[config.mk]
export PLATFORM = sky130hd
export DESIGN_NAME = fetch2_bundle_queue_flat
export DESIGN_NICKNAME = d
export VERILOG_FILES = /design/src/rtl/fetch2_pkg.sv /design/src/rtl/fetch2_bundle_queue_if.sv /design/src/rtl/fetch2_slot_select.sv /design/src/rtl/fetch2_bundle_queue.sv /design/src/flat_wrapper.sv
export SDC_FILE = /design/constraint.sdc
export NUM_CORES = 2
export LEC_CHECK = 0
export BUFFER_PORTS_ARGS = -buffer_cell sky130_fd_sc_hd__clkbuf_2
export CAP_MARGIN = 5
export CELL_PAD_IN_SITES_DETAIL_PLACEMENT = 2
export CELL_PAD_IN_SITES_GLOBAL_PLACEMENT = 2
export CORE_MARGIN = 8
export CORE_UTILIZATION = 44
export CTS_CLUSTER_SIZE = 24
export DETAILED_ROUTE_END_ITERATION = 6
export GPL_TIMING_DRIVEN = 0
export PLACE_DENSITY = 0.82
export SLEW_MARGIN = 20
export SYNTH_ARGS = -nofsm -noshare
export SYNTH_HDL_FRONTEND = slang
export SYNTH_SLANG_ARGS = --single-unit
[constraint.sdc]
create_clock -name clk -period 4.82 [get_ports clk]
set_input_delay 0.482 -clock clk [delete_from_list [all_inputs] [get_ports clk]]
set_output_delay 0.482 -clock clk [all_outputs]
set_load 0.01 [all_outputs]
[src/rtl/fetch2_pkg.sv]
// Shared configuration, control-transfer encodings and FIFO entry layout for fetch stage 2.
// Resize the block by editing the configuration localparams here.
package fetch2_pkg;

  localparam int FETCH_WIDTH      = 4;
  localparam int SIZE_PC          = 32;
  localparam int SIZE_INSTRUCTION = 64;
  localparam int QDEPTH           = 4;
  localparam int INST_STRIDE      = 8;

  localparam int SLOT_W = $clog2(FETCH_WIDTH);
  localparam int PTR_W  = $clog2(QDEPTH);
  localparam int CNT_W  = PTR_W + 1;

  typedef enum logic [1:0] {
    CT_RTR  = 2'b00,
    CT_CALL = 2'b01,
    CT_JUMP = 2'b10,
    CT_COND = 2'b11
  } ctrlType_e;

  typedef struct packed {
    logic [SIZE_PC-1:0]                       pc;
    logic [FETCH_WIDTH*SIZE_INSTRUCTION-1:0]  bundle;
    logic [FETCH_WIDTH*SIZE_PC-1:0]           targets;
    logic [FETCH_WIDTH-1:0]                   preds;
    logic [FETCH_WIDTH-1:0]                   mask;
  } fifoEntry_t;

  // PC of a slot within a bundle; wraps modulo 2^SIZE_PC.
  function automatic logic [SIZE_PC-1:0] slotPc(input logic [SIZE_PC-1:0] base,
                                                input logic [SLOT_W-1:0]  slot);
    return base + SIZE_PC'(slot) * SIZE_PC'(INST_STRIDE);
  endfunction

endpackage

[src/rtl/fetch2_bundle_queue_if.sv]
// Bundle-in / redirect-out / bundle-out signal group of fetch stage 2.
// Handshakes: a transfer happens on a clock edge where valid and ready are both high;
// valid never depends on ready, and ready (fs1_ready_o) comes from registered state only.
interface fetch2_bundle_queue_if;
  import fetch2_pkg::*;

  logic                                   flush_i;
  logic                                   fs1_valid_i;
  logic                                   fs1_ready_o;
  logic [SIZE_PC-1:0]                     pc_i;
  logic [SLOT_W-1:0]                      start_slot_i;
  logic [FETCH_WIDTH*SIZE_INSTRUCTION-1:0] bundle_i;
  logic [FETCH_WIDTH-1:0]                 is_ctrl_i;
  logic [2*FETCH_WIDTH-1:0]               ctrl_type_i;
  logic [FETCH_WIDTH-1:0]                 pred_taken_i;
  logic [FETCH_WIDTH-1:0]                 btb_hit_i;
  logic [FETCH_WIDTH*SIZE_PC-1:0]         pd_target_i;
  logic [SIZE_PC-1:0]                     ras_top_i;
  logic                                   redirect_o;
  logic [SIZE_PC-1:0]                     redirect_pc_o;
  logic                                   redirect_call_o;
  logic                                   redirect_rtr_o;
  logic [SIZE_PC-1:0]                     call_pc_o;
  logic                                   out_valid_o;
  logic                                   out_ready_i;
  logic [SIZE_PC-1:0]                     out_pc_o;
  logic [FETCH_WIDTH*SIZE_INSTRUCTION-1:0] out_bundle_o;
  logic [FETCH_WIDTH*SIZE_PC-1:0]         out_target_o;
  logic [FETCH_WIDTH-1:0]                 out_pred_o;
  logic [FETCH_WIDTH-1:0]                 out_mask_o;
  logic [CNT_W-1:0]                       occupancy_o;

  modport slave (
    input  flush_i, fs1_valid_i, pc_i, start_slot_i, bundle_i, is_ctrl_i, ctrl_type_i,
           pred_taken_i, btb_hit_i, pd_target_i, ras_top_i, out_ready_i,
    output fs1_ready_o, redirect_o, redirect_pc_o, redirect_call_o, redirect_rtr_o, call_pc_o,
           out_valid_o, out_pc_o, out_bundle_o, out_target_o, out_pred_o, out_mask_o, occupancy_o
  );

  modport master (
    output flush_i, fs1_valid_i, pc_i, start_slot_i, bundle_i, is_ctrl_i, ctrl_type_i,
           pred_taken_i, btb_hit_i, pd_target_i, ras_top_i, out_ready_i,
    input  fs1_ready_o, redirect_o, redirect_pc_o, redirect_call_o, redirect_rtr_o, call_pc_o,
           out_valid_o, out_pc_o, out_bundle_o, out_target_o, out_pred_o, out_mask_o, occupancy_o
  );

endinterface

[src/rtl/fetch2_slot_select.sv]
// Combinational slot filter: finds the first taken control transfer at or after the
// entry offset, builds the slot-valid mask and applies the RAS override to returns.
module fetch2_slot_select
  import fetch2_pkg::*;
(
  input  logic [SLOT_W-1:0]            startSlot,
  input  logic [FETCH_WIDTH-1:0]       isCtrl,
  input  logic [2*FETCH_WIDTH-1:0]     ctrlType,
  input  logic [FETCH_WIDTH-1:0]       predTaken,
  input  logic [FETCH_WIDTH-1:0]       btbHit,
  input  logic [FETCH_WIDTH*SIZE_PC-1:0] pdTarget,
  input  logic [SIZE_PC-1:0]           rasTop,
  output logic                         found,
  output logic [SLOT_W-1:0]            firstSlot,
  output logic [1:0]                   firstType,
  output logic                         firstBtbHit,
  output logic [SIZE_PC-1:0]           firstTarget,
  output logic [FETCH_WIDTH-1:0]       mask,
  output logic [FETCH_WIDTH*SIZE_PC-1:0] targets
);

  logic [FETCH_WIDTH-1:0] eligible;

  // A conditional predicted not-taken falls through and does not end the bundle.
  always_comb begin
    eligible = '0;
    for (int i = 0; i < FETCH_WIDTH; i++) begin
      eligible[i] = (SLOT_W'(i) >= startSlot) && isCtrl[i] &&
                    ((ctrlType[2*i +: 2] != CT_COND) || predTaken[i]);
    end
  end

  always_comb begin
    found     = 1'b0;
    firstSlot = '0;
    for (int i = FETCH_WIDTH - 1; i >= 0; i--) begin
      if (eligible[i]) begin
        found     = 1'b1;
        firstSlot = SLOT_W'(i);
      end
    end
  end

  assign firstType   = ctrlType[{firstSlot, 1'b0} +: 2];
  assign firstBtbHit = btbHit[firstSlot];

  always_comb begin
    mask = '0;
    for (int i = 0; i < FETCH_WIDTH; i++) begin
      mask[i] = (SLOT_W'(i) >= startSlot) && (!found || (SLOT_W'(i) <= firstSlot));
    end
    targets = pdTarget;
    if (found && (firstType == CT_RTR) && !firstBtbHit) begin
      targets[firstSlot*SIZE_PC +: SIZE_PC] = rasTop;
    end
    firstTarget = targets[firstSlot*SIZE_PC +: SIZE_PC];
  end

endmodule

[src/rtl/fetch2_bundle_queue.sv]
// Fetch stage 2: filters FS1 bundles, raises registered BTB-miss redirects and
// buffers filtered bundles in a first-word fall-through FIFO toward decode.
module fetch2_bundle_queue
  import fetch2_pkg::*;
(
  input  logic                 clk,
  input  logic                 reset,
  fetch2_bundle_queue_if.slave fq
);

  fifoEntry_t                 mem [QDEPTH];
  logic [PTR_W-1:0]           wrPtr;
  logic [PTR_W-1:0]           rdPtr;
  logic [CNT_W-1:0]           count;

  logic                       redirect;
  logic [SIZE_PC-1:0]         redirectPc;
  logic [SIZE_PC-1:0]         callPc;
  logic                       redirectCall;
  logic                       redirectRtr;

  logic                       found;
  logic [SLOT_W-1:0]          firstSlot;
  logic [1:0]                 firstType;
  logic                       firstBtbHit;
  logic [SIZE_PC-1:0]         firstTarget;
  logic [FETCH_WIDTH-1:0]     selMask;
  logic [FETCH_WIDTH*SIZE_PC-1:0] selTargets;

  logic                       accept;
  logic                       pop;
  logic                       outValid;
  logic                       raise;
  fifoEntry_t                 newEntry;

  fetch2_slot_select u_select (
    .startSlot   (fq.start_slot_i),
    .isCtrl      (fq.is_ctrl_i),
    .ctrlType    (fq.ctrl_type_i),
    .predTaken   (fq.pred_taken_i),
    .btbHit      (fq.btb_hit_i),
    .pdTarget    (fq.pd_target_i),
    .rasTop      (fq.ras_top_i),
    .found       (found),
    .firstSlot   (firstSlot),
    .firstType   (firstType),
    .firstBtbHit (firstBtbHit),
    .firstTarget (firstTarget),
    .mask        (selMask),
    .targets     (selTargets)
  );

  assign fq.fs1_ready_o = count < CNT_W'(QDEPTH);
  // A bundle presented while a redirect is out is wrong-path and is dropped.
  assign accept   = fq.fs1_valid_i & fq.fs1_ready_o & ~fq.flush_i & ~redirect;
  assign outValid = (count != '0);
  assign pop      = outValid & fq.out_ready_i;
  assign raise    = accept & found & ~firstBtbHit;

  assign newEntry = '{pc: fq.pc_i, bundle: fq.bundle_i, targets: selTargets,
                      preds: fq.pred_taken_i, mask: selMask};

  always_ff @(posedge clk or negedge reset) begin
    if (!reset) begin
      wrPtr <= '0;
      rdPtr <= '0;
      count <= '0;
      for (int i = 0; i < QDEPTH; i++) mem[i] <= '0;
    end else if (fq.flush_i) begin
      wrPtr <= '0;
      rdPtr <= '0;
      count <= '0;
    end else begin
      if (accept) begin
        mem[wrPtr] <= newEntry;
        wrPtr      <= wrPtr + 1'b1;
      end
      if (pop) rdPtr <= rdPtr + 1'b1;
      case ({accept, pop})
        2'b10:   count <= count + 1'b1;
        2'b01:   count <= count - 1'b1;
        default: count <= count;
      endcase
    end
  end

  // Redirect fields are zero whenever no redirect is being signalled.
  always_ff @(posedge clk or negedge reset) begin
    if (!reset) begin
      redirect     <= 1'b0;
      redirectPc   <= '0;
      callPc       <= '0;
      redirectCall <= 1'b0;
      redirectRtr  <= 1'b0;
    end else if (fq.flush_i) begin
      redirect     <= 1'b0;
      redirectPc   <= '0;
      callPc       <= '0;
      redirectCall <= 1'b0;
      redirectRtr  <= 1'b0;
    end else begin
      redirect     <= raise;
      redirectPc   <= raise ? firstTarget : '0;
      callPc       <= raise ? slotPc(fq.pc_i, firstSlot) : '0;
      redirectCall <= raise && (firstType == CT_CALL);
      redirectRtr  <= raise && (firstType == CT_RTR);
    end
  end

  assign fq.redirect_o      = redirect;
  assign fq.redirect_pc_o   = redirectPc;
  assign fq.redirect_call_o = redirectCall;
  assign fq.redirect_rtr_o  = redirectRtr;
  assign fq.call_pc_o       = callPc;

  assign fq.out_valid_o  = outValid;
  assign fq.out_pc_o     = mem[rdPtr].pc;
  assign fq.out_bundle_o = mem[rdPtr].bundle;
  assign fq.out_target_o = mem[rdPtr].targets;
  assign fq.out_pred_o   = mem[rdPtr].preds;
  assign fq.out_mask_o   = outValid ? mem[rdPtr].mask : '0;
  assign fq.occupancy_o  = count;

endmodule

[src/flat_wrapper.sv]
// flat-port wrapper written by rule: the top's interface ports become plain ports
module fetch2_bundle_queue_flat import fetch2_pkg::*;
  (clk, reset, fq_flush_i, fq_fs1_valid_i, fq_pc_i, fq_start_slot_i, fq_bundle_i, fq_is_ctrl_i, fq_ctrl_type_i, fq_pred_taken_i, fq_btb_hit_i, fq_pd_target_i, fq_ras_top_i, fq_out_ready_i, fq_fs1_ready_o, fq_redirect_o, fq_redirect_pc_o, fq_redirect_call_o, fq_redirect_rtr_o, fq_call_pc_o, fq_out_valid_o, fq_out_pc_o, fq_out_bundle_o, fq_out_target_o, fq_out_pred_o, fq_out_mask_o, fq_occupancy_o);
  fetch2_bundle_queue_if fq_i ();
  input  logic clk;
  input  logic reset;
  input wire logic [$bits(fq_i.flush_i)-1:0] fq_flush_i;
  input wire logic [$bits(fq_i.fs1_valid_i)-1:0] fq_fs1_valid_i;
  input wire logic [$bits(fq_i.pc_i)-1:0] fq_pc_i;
  input wire logic [$bits(fq_i.start_slot_i)-1:0] fq_start_slot_i;
  input wire logic [$bits(fq_i.bundle_i)-1:0] fq_bundle_i;
  input wire logic [$bits(fq_i.is_ctrl_i)-1:0] fq_is_ctrl_i;
  input wire logic [$bits(fq_i.ctrl_type_i)-1:0] fq_ctrl_type_i;
  input wire logic [$bits(fq_i.pred_taken_i)-1:0] fq_pred_taken_i;
  input wire logic [$bits(fq_i.btb_hit_i)-1:0] fq_btb_hit_i;
  input wire logic [$bits(fq_i.pd_target_i)-1:0] fq_pd_target_i;
  input wire logic [$bits(fq_i.ras_top_i)-1:0] fq_ras_top_i;
  input wire logic [$bits(fq_i.out_ready_i)-1:0] fq_out_ready_i;
  output wire logic [$bits(fq_i.fs1_ready_o)-1:0] fq_fs1_ready_o;
  output wire logic [$bits(fq_i.redirect_o)-1:0] fq_redirect_o;
  output wire logic [$bits(fq_i.redirect_pc_o)-1:0] fq_redirect_pc_o;
  output wire logic [$bits(fq_i.redirect_call_o)-1:0] fq_redirect_call_o;
  output wire logic [$bits(fq_i.redirect_rtr_o)-1:0] fq_redirect_rtr_o;
  output wire logic [$bits(fq_i.call_pc_o)-1:0] fq_call_pc_o;
  output wire logic [$bits(fq_i.out_valid_o)-1:0] fq_out_valid_o;
  output wire logic [$bits(fq_i.out_pc_o)-1:0] fq_out_pc_o;
  output wire logic [$bits(fq_i.out_bundle_o)-1:0] fq_out_bundle_o;
  output wire logic [$bits(fq_i.out_target_o)-1:0] fq_out_target_o;
  output wire logic [$bits(fq_i.out_pred_o)-1:0] fq_out_pred_o;
  output wire logic [$bits(fq_i.out_mask_o)-1:0] fq_out_mask_o;
  output wire logic [$bits(fq_i.occupancy_o)-1:0] fq_occupancy_o;
  assign fq_i.flush_i = fq_flush_i;
  assign fq_i.fs1_valid_i = fq_fs1_valid_i;
  assign fq_i.pc_i = fq_pc_i;
  assign fq_i.start_slot_i = fq_start_slot_i;
  assign fq_i.bundle_i = fq_bundle_i;
  assign fq_i.is_ctrl_i = fq_is_ctrl_i;
  assign fq_i.ctrl_type_i = fq_ctrl_type_i;
  assign fq_i.pred_taken_i = fq_pred_taken_i;
  assign fq_i.btb_hit_i = fq_btb_hit_i;
  assign fq_i.pd_target_i = fq_pd_target_i;
  assign fq_i.ras_top_i = fq_ras_top_i;
  assign fq_i.out_ready_i = fq_out_ready_i;
  assign fq_fs1_ready_o = fq_i.fs1_ready_o;
  assign fq_redirect_o = fq_i.redirect_o;
  assign fq_redirect_pc_o = fq_i.redirect_pc_o;
  assign fq_redirect_call_o = fq_i.redirect_call_o;
  assign fq_redirect_rtr_o = fq_i.redirect_rtr_o;
  assign fq_call_pc_o = fq_i.call_pc_o;
  assign fq_out_valid_o = fq_i.out_valid_o;
  assign fq_out_pc_o = fq_i.out_pc_o;
  assign fq_out_bundle_o = fq_i.out_bundle_o;
  assign fq_out_target_o = fq_i.out_target_o;
  assign fq_out_pred_o = fq_i.out_pred_o;
  assign fq_out_mask_o = fq_i.out_mask_o;
  assign fq_occupancy_o = fq_i.occupancy_o;
  fetch2_bundle_queue u_core (.clk(clk), .reset(reset), .fq(fq_i));
endmodule
# Yosys cells after proc, flatten, opt, wreduce, memory -nomap -nowiden
# Index checks and enable logic that the tools add are counted.
# word_totals
reg_bits	1770
latch_bits	0
mem_bits_rw	0
romBits	0
inputBits	475
memories	0
# op_classes
add_sub_neg	6
mul	0
div_mod_pow	0
magnitude_cmp	13
n_eq_ne	7
n_shift	4
mux	32
n_bitwise	11
n_reduce_logical	33
# ops
op	count
1696-bit bitwise mux	1
424-bit two-way mux	3
424-bit binary-select mux with 2-bit select	1
424-bit demux with 2-bit select	1
128-bit bitwise mux	1
128-bit two-way mux	1
32-bit two-way mux	4
32-bit by 34-bit variable shift with 128-bit output (first input constant)	1
128-bit by 8-bit indexed part select with 32-bit output	1
32-bit by 34-bit indexed part select with 128-bit output	1
7-bit negation with 34-bit output	1
32-bit by 5-bit adder with 32-bit output	1
1-bit logical AND	17
2-bit two-way mux	8
1-bit logical OR	8
1-bit two-way mux	8
2-bit inequality test (second input constant)	4
8-bit by 4-bit indexed part select with 2-bit output	1
1-bit bitwise AND	6
3-bit >= comparator (second input constant)	2
2-bit inverter with 3-bit output	2
3-bit case mux with 2 select lines	1
3-bit nonzero test	2
2-bit by 1-bit adder with 2-bit output (second input constant)	2
19 further kinds	28

# Longest topological paths before layout
# logic_depth
depth_word	15
mapped_depth	15

# Modules after synthesis
# A second synthesis with hierarchy kept.
# hier_totals
cells_unflattened	4862
area_unflattened_um2	78616.6
# by_module_without_submodules
mod	n_inst	cells_per_inst	area_each_um2	seq_area_each_um2
fetch2_bundle_queue	1	4424	75504.9	44292.5
fetch2_slot_select	1	438	3111.7	0.0

# Worst setup path after synthesis
# No wires, ideal clock.
# synth_path
path_type	input -> register
from	input port fq_pred_taken_i[0]
to	register u_core.callPc[29] (netlist: u_core.fq.call_pc_o[29])
setup_time_ns	0.078
t_arrival_ns	3.909
required_time_ns	4.742
slack_ns	0.833
cell_stages	14
cell_sequence	nand3b_1 and3_1 nor3_1 inv_1 clkbuf_1 buf_1 clkbuf_1 fa_1 nor2_1 nand3_1 or2_2 or3_1 or3_1 a21oi_1
# synth_between
elab_chain_len	9
elab_cells_between_ends	12
cone_classes	1 x add/sub; 6 x mux; 3 x bitwise; 2 x reduce/logical
# synth_lines
element	line_no	text
from (decl)	flat_wrapper.sv:14	input wire logic [$bits(fq_i.pred_taken_i)-1:0] fq_pred_taken_i;
1-bit logical OR *	fetch2_slot_select.sv:29	((ctrlType[2*i +: 2] != CT_COND) || predTaken[i]);
1-bit logical AND *	fetch2_slot_select.sv:28	eligible[i] = (SLOT_W'(i) >= startSlot) && isCtrl[i] &&
branches (longest 5 deep; another with 32-bit by 5-bit adder with 32-bit output)	--	
32-bit two-way mux *	fetch2_bundle_queue.sv:104	callPc <= raise ? slotPc(fq.pc_i, firstSlot) : '0;
32-bit two-way mux *	fetch2_bundle_queue.sv:95	end else if (fq.flush_i) begin
to (signal assigned)	fetch2_bundle_queue.sv:104	
to (decl)	fetch2_bundle_queue.sv:18	logic [SIZE_PC-1:0] callPc;
# Every way passes the cells marked *. The select of a mux whose other input is x is not followed.
# A chain may end at the register's enable or synchronous reset.

# Worst setup path in the final report
# layout_path
from	register u_core.rdPtr[0]
to	output port fq_out_bundle_o[190]
# layout_between
elab_chain_len	4
# layout_lines
element	line_no	text
from (decl)	fetch2_bundle_queue.sv:13	logic [PTR_W-1:0] rdPtr;
from (signal assigned)	fetch2_bundle_queue.sv:78	if (pop) rdPtr <= rdPtr + 1'b1;
2-bit inverter with 3-bit output (not written as such)	fetch2_bundle_queue.sv:118	assign fq.out_bundle_o = mem[rdPtr].bundle;
424-bit binary-select mux with 2-bit select	fetch2_bundle_queue.sv:118	
424-bit two-way mux (2 in series)	--	
to (decl)	flat_wrapper.sv:27	output wire logic [$bits(fq_i.out_bundle_o)-1:0] fq_out_bundle_o;
# Every way passes these cells. The select of a mux whose other input is x is not followed.

==> out/results.txt <==
The flow ran to the end, but the final reports show violations. The checks that failed: negative setup slack. After technology mapping, the gate count stands at 5613.

The maximum vdd drop was 0.000589 V; the delay of the slowest cell on the worst path was 970 ps. The signal on the critical path passes through clkbuf_1 -> clkbuf_2 -> clkbuf_2 -> buf_1 -> mux4_2 -> clkbuf_2. The synthesized design devotes to its leading area cell type 56.6% of total area.

For the number of global-route vias before repair, the log shows 69.8k. The tools report the number of nets in the synthesized netlist as 6101. The clock network latency to the later pin of the worst-skew pair came out at 910 ps. The floorplan step defined a die boundary enclosing 0.192 sq mm. The count of flip-flops with a built-in enable after synthesis is 0. STA puts the critical path data arrival time at 4490 ps. The areal power density over the cells is 756 mW/mm^2, and the register bit total from synthesis is 1770.

Combined global-route utilization of all metal layers: 40.7%. Clock-pin slew was measured on the worst setup and hold paths at 70 ps. The fmax was 201 MHz; the last weighted congestion value of the routability-driven placer was 0.993. Summing the areas of all fa, ha and maj instances in the mapped netlist gives 0.227% of the synthesized area.

The count of port buffers added during placement works out to 962. From bottom edge to top edge, the die measures 438 um. Along the worst path, the maximum fanout reaches 11.

Measured against its own limit, the worst slew margin works out to 7.71%. TritonCTS built the clock tree. The first TritonRoute pass finished after 5 iterations. For the final non-filler cell total, the log shows 9695. The tools report the routed wire length as 445000 um.

The horizontal extent of the die is 438 um, and the starting utilization of the core area is 44.3%. The run gives -149 ps as the post-route worst setup slack. After detailed placement, the design holds a cell count of 8939. The post-synthesis cell area is 0.0783 sq mm, and the number of endpoints with negative hold slack in the final report is 0.

For the area of the core, the log shows 0.176 sq mm. The analysis attributes to cell leakage a power of 43.9 nW. The cell family contributing the most delay on the critical path is buffers and inverters. The average footprint of a synthesized cell was 13.9 sq um. The min-delay analysis places its worst path in the category in -> reg. Counting instances in the post-synthesis netlist gives the leading cell types as dfrtp_1 (1770), mux2_2 (1168), nand2_1 (598).

The global-route wire length before repair came out at 561000 um. Global routing finished with a remaining overflow of 0. Cell at the root of the clock tree: clkbuf_16. After detailed routing, the number of remaining DRC violations is 0. Counting along the longest clock path gives a buffer depth of 3. The H-tree generated during clock tree synthesis spans 4 levels. After synthesis, the share of cell area in mux cells is 29.5%.

Max-cap violations in this run came to 0. In the final design database the tool counted 7570 nets. After synthesis, the largest family of logic cells by area is multiplexers. The part of the total power dissipated in sequential elements is 38.2%. Yosys attributes the largest share of cell area to dfrtp_1 (57%), mux2_2 (17%), mux4_2 (12%). During I/O placement, the number of pins put on the boundary was 971. Number of buffer and inverter instances along the worst setup path: 5.

Of all flip-flops after synthesis, the portion carrying an async set or reset was 100%. The worst setup path is of the reg -> out kind. For the fraction of power consumed by the clock network, the log shows 23.7%.

Nature of the critical path endpoint: an output pin. The run gives 39 as the final setup violation count. Number of core rows: 154. Counting stages on the worst path, the most repeated cell is clkbuf_2. The final critical path takes up 103% of the cycle. The largest total area in the synthesized netlist belongs to dfrtp_1. At the pin with the least slew margin, the transition time is 1380 ps.

The total of warnings raised by yosys came out at 0. Of the total synthesized cell area, the portion taken by AND, OR, NAND and NOR gates is 5.31%. For the final database, setup skew stands at 64.3 ps.

The critical path data required time is 4340 ps. Cell with the largest stage delay on the worst path: buf_1. The number of library cell types mapped by synthesis was 59; the area growth from synthesis to layout was 23.9%.

For the final count of pins violating max slew, the log shows 0. For the cell internal power dissipation, the log shows 42.7 mW. After the first detailed-routing iteration, the DRC count stood at 6678. The total number of clock tree sinks was 1770. Of the total power, combinational logic draws 38.1%.

For this run, the share of the core covered by cells in the final layout is 55.0%. The proportion of synthesized chip area in sequential cells is 56.6%. In this run, CTS created clock tree buffers numbering 196. The most used flip-flop cell after synthesis is dfrtp_1. Dividing the detail-routed via count by the number of cells gives 6.77. The routed via count was 65.6k; the complex-gate fraction of the synthesized area was 5.79%.

Detailed placement ended at an HPWL of 247000 um. In the final routed layout, each cell accounts on average for 45.9 um. STA classifies the critical path startpoint as a flop. Of the total synthesized cell area, the portion taken by XOR and XNOR cells is 0.336%.

In the final layout, the share of cells above drive strength 1 is 41.5%. After layout, the minimum clock period comes to 4970 ps. The most common cell in the synthesized netlist is dfrtp_1. The tools report the pin count of the biggest net entering global routing as 95.

In this run the power spent charging and discharging nets is 30.6 mW. The initial antenna violation count came out at 84. Remaining antenna violation count after routing: 0. Switching part of the total power: 41.7%.
==> through the flow <==
| step | worst slack (ps) | cell area, sq um | TNS [ps] | hold slack, ps | power (mW) |
|---|---|---|---|---|---|
| 2_1_floorplan | 833 | 78300 | 0 | 186 | 38.1 |
| 3_3_place_gp | -40110 | 86000 | - | 456 | 47.6 |
| 3_5_place_dp | -1860 | 86700 | -628950 | 467 | 49.8 |
| 4_1_cts | 43.7 | 96500 | 0 | 0.251 | 68.0 |
| 5_1_grt | -153 | 96900 | -3740 | 35.5 | 74.2 |
| 6_report | -149 | 97000 | -1830 | 32.2 | 73.3 |
==> layer usage <==
metal | vias to the layer above | GRT usage [%] | wire length, um
met5 | - | 0 | 264
met4 | 40 | 32.0 | 53800
met3 | 2289 | 9.50 | 41100
met2 | 4951 | 68.1 | 204000
met1 | 34700 | 44.8 | 146000
li1 | 23600 | - | -
==> worst reg2reg max path, delay by kind of cell, from the launching register on <==
kind | cells | cell delay (ps)
compound gates | 1 | 160
flops | 1 | 570
simple gates | 3 | 1080
buf+inv | 3 | 2610
==> layout make-up <==
cell class                      count  area, sq um
Clock inverter                     78         1230
Buffer                            427         1780
Fill cell                       16200        79500
Sequential cell                  1770        44300
Timing Repair Buffer             1272         8330
Multi-Input combinational cell   3403        32400
Clock buffer                      278         5680
Tap cell                         2340         2930
Inverter                           12         45.0
Antenna cell                      115          288
==> cells by family after synthesis <==
logic type               count (synthesis)
adder cells (fa/ha/maj)                 13
multiplexers                          1634
XOR/XNOR                                30
AND/OR/NAND/NOR                        920
AO/OA/AOI/OAI                          806
flip-flops                            1770
buffers and inverters                  440
==> layout by cell type (no fill, tap or decap), types with 46 or more instances in the layout <==
cell	count
a21oi_1	46
and2_1	47
clkbuf_1	359
clkbuf_16	197
clkbuf_2	991
clkbuf_8	46
dfrtp_1	1770
diode_2	115
dlygate4sd3_1	281
mux2_2	1168
mux4_2	424
nand2_1	598
nand4_1	50
nor2_1	62
o21ai_0	583
==> power by group through the flow <==
stage	registers [mW]	logic, mW	clock network, mW
finish	28.0	28.0	17.4
global route	28.0	28.5	17.7
CTS	26.1	25.3	16.6
detailed placement	25.6	24.1	0
global placement	24.9	22.7	0
floorplan	23.8	14.3	0
==> final timing paths <==
kind	start	endpoint	slack, ps	cells after the start
worst max-delay path	u_core.rdPtr[0]$_DFFE_PN0P_	fq_out_bundle_o[190]	-150	6
max in group asynchronous	reset	u_core.mem[1166]$_DFFE_PN0P_	1890	7
worst min-delay path	fq_pred_taken_i[2]	u_core.mem[6]$_DFFE_PN0P_	30	2
min in group asynchronous	reset	u_core.mem[1380]$_DFFE_PN0P_	210	2
worst max register to register	u_core.fq.occupancy_o[2]$_DFFE_PN0P_	u_core.mem[959]$_DFFE_PN0P_	270	7
worst min register to register	u_core.mem[470]$_DFFE_PN0P_	u_core.mem[470]$_DFFE_PN0P_	480	2
==> registers in the layout, summed over array words and instances, names as in the netlist <==
| signal | cells |
|---|---|
| u_core.mem | 1696 |
| u_core.fq.call_pc_o | 32 |
| u_core.fq.redirect_pc_o | 32 |
| u_core.fq.occupancy_o | 3 |
| u_core.rdPtr | 2 |
| u_core.wrPtr | 2 |
| u_core.fq.redirect_call_o | 1 |
| u_core.fq.redirect_o | 1 |
| u_core.fq.redirect_rtr_o | 1 |
==> timing repair <==
item,4_1_cts,5_1_grt
endpoints found under the hold margin,1174,0
hold buffers,281,0
endpoints found under the setup margin,567,106
gates resized for setup,30,29
setup buffers,0,5
pin swaps,0,1
No activity file was read; power rests on OpenSTA's default activity.
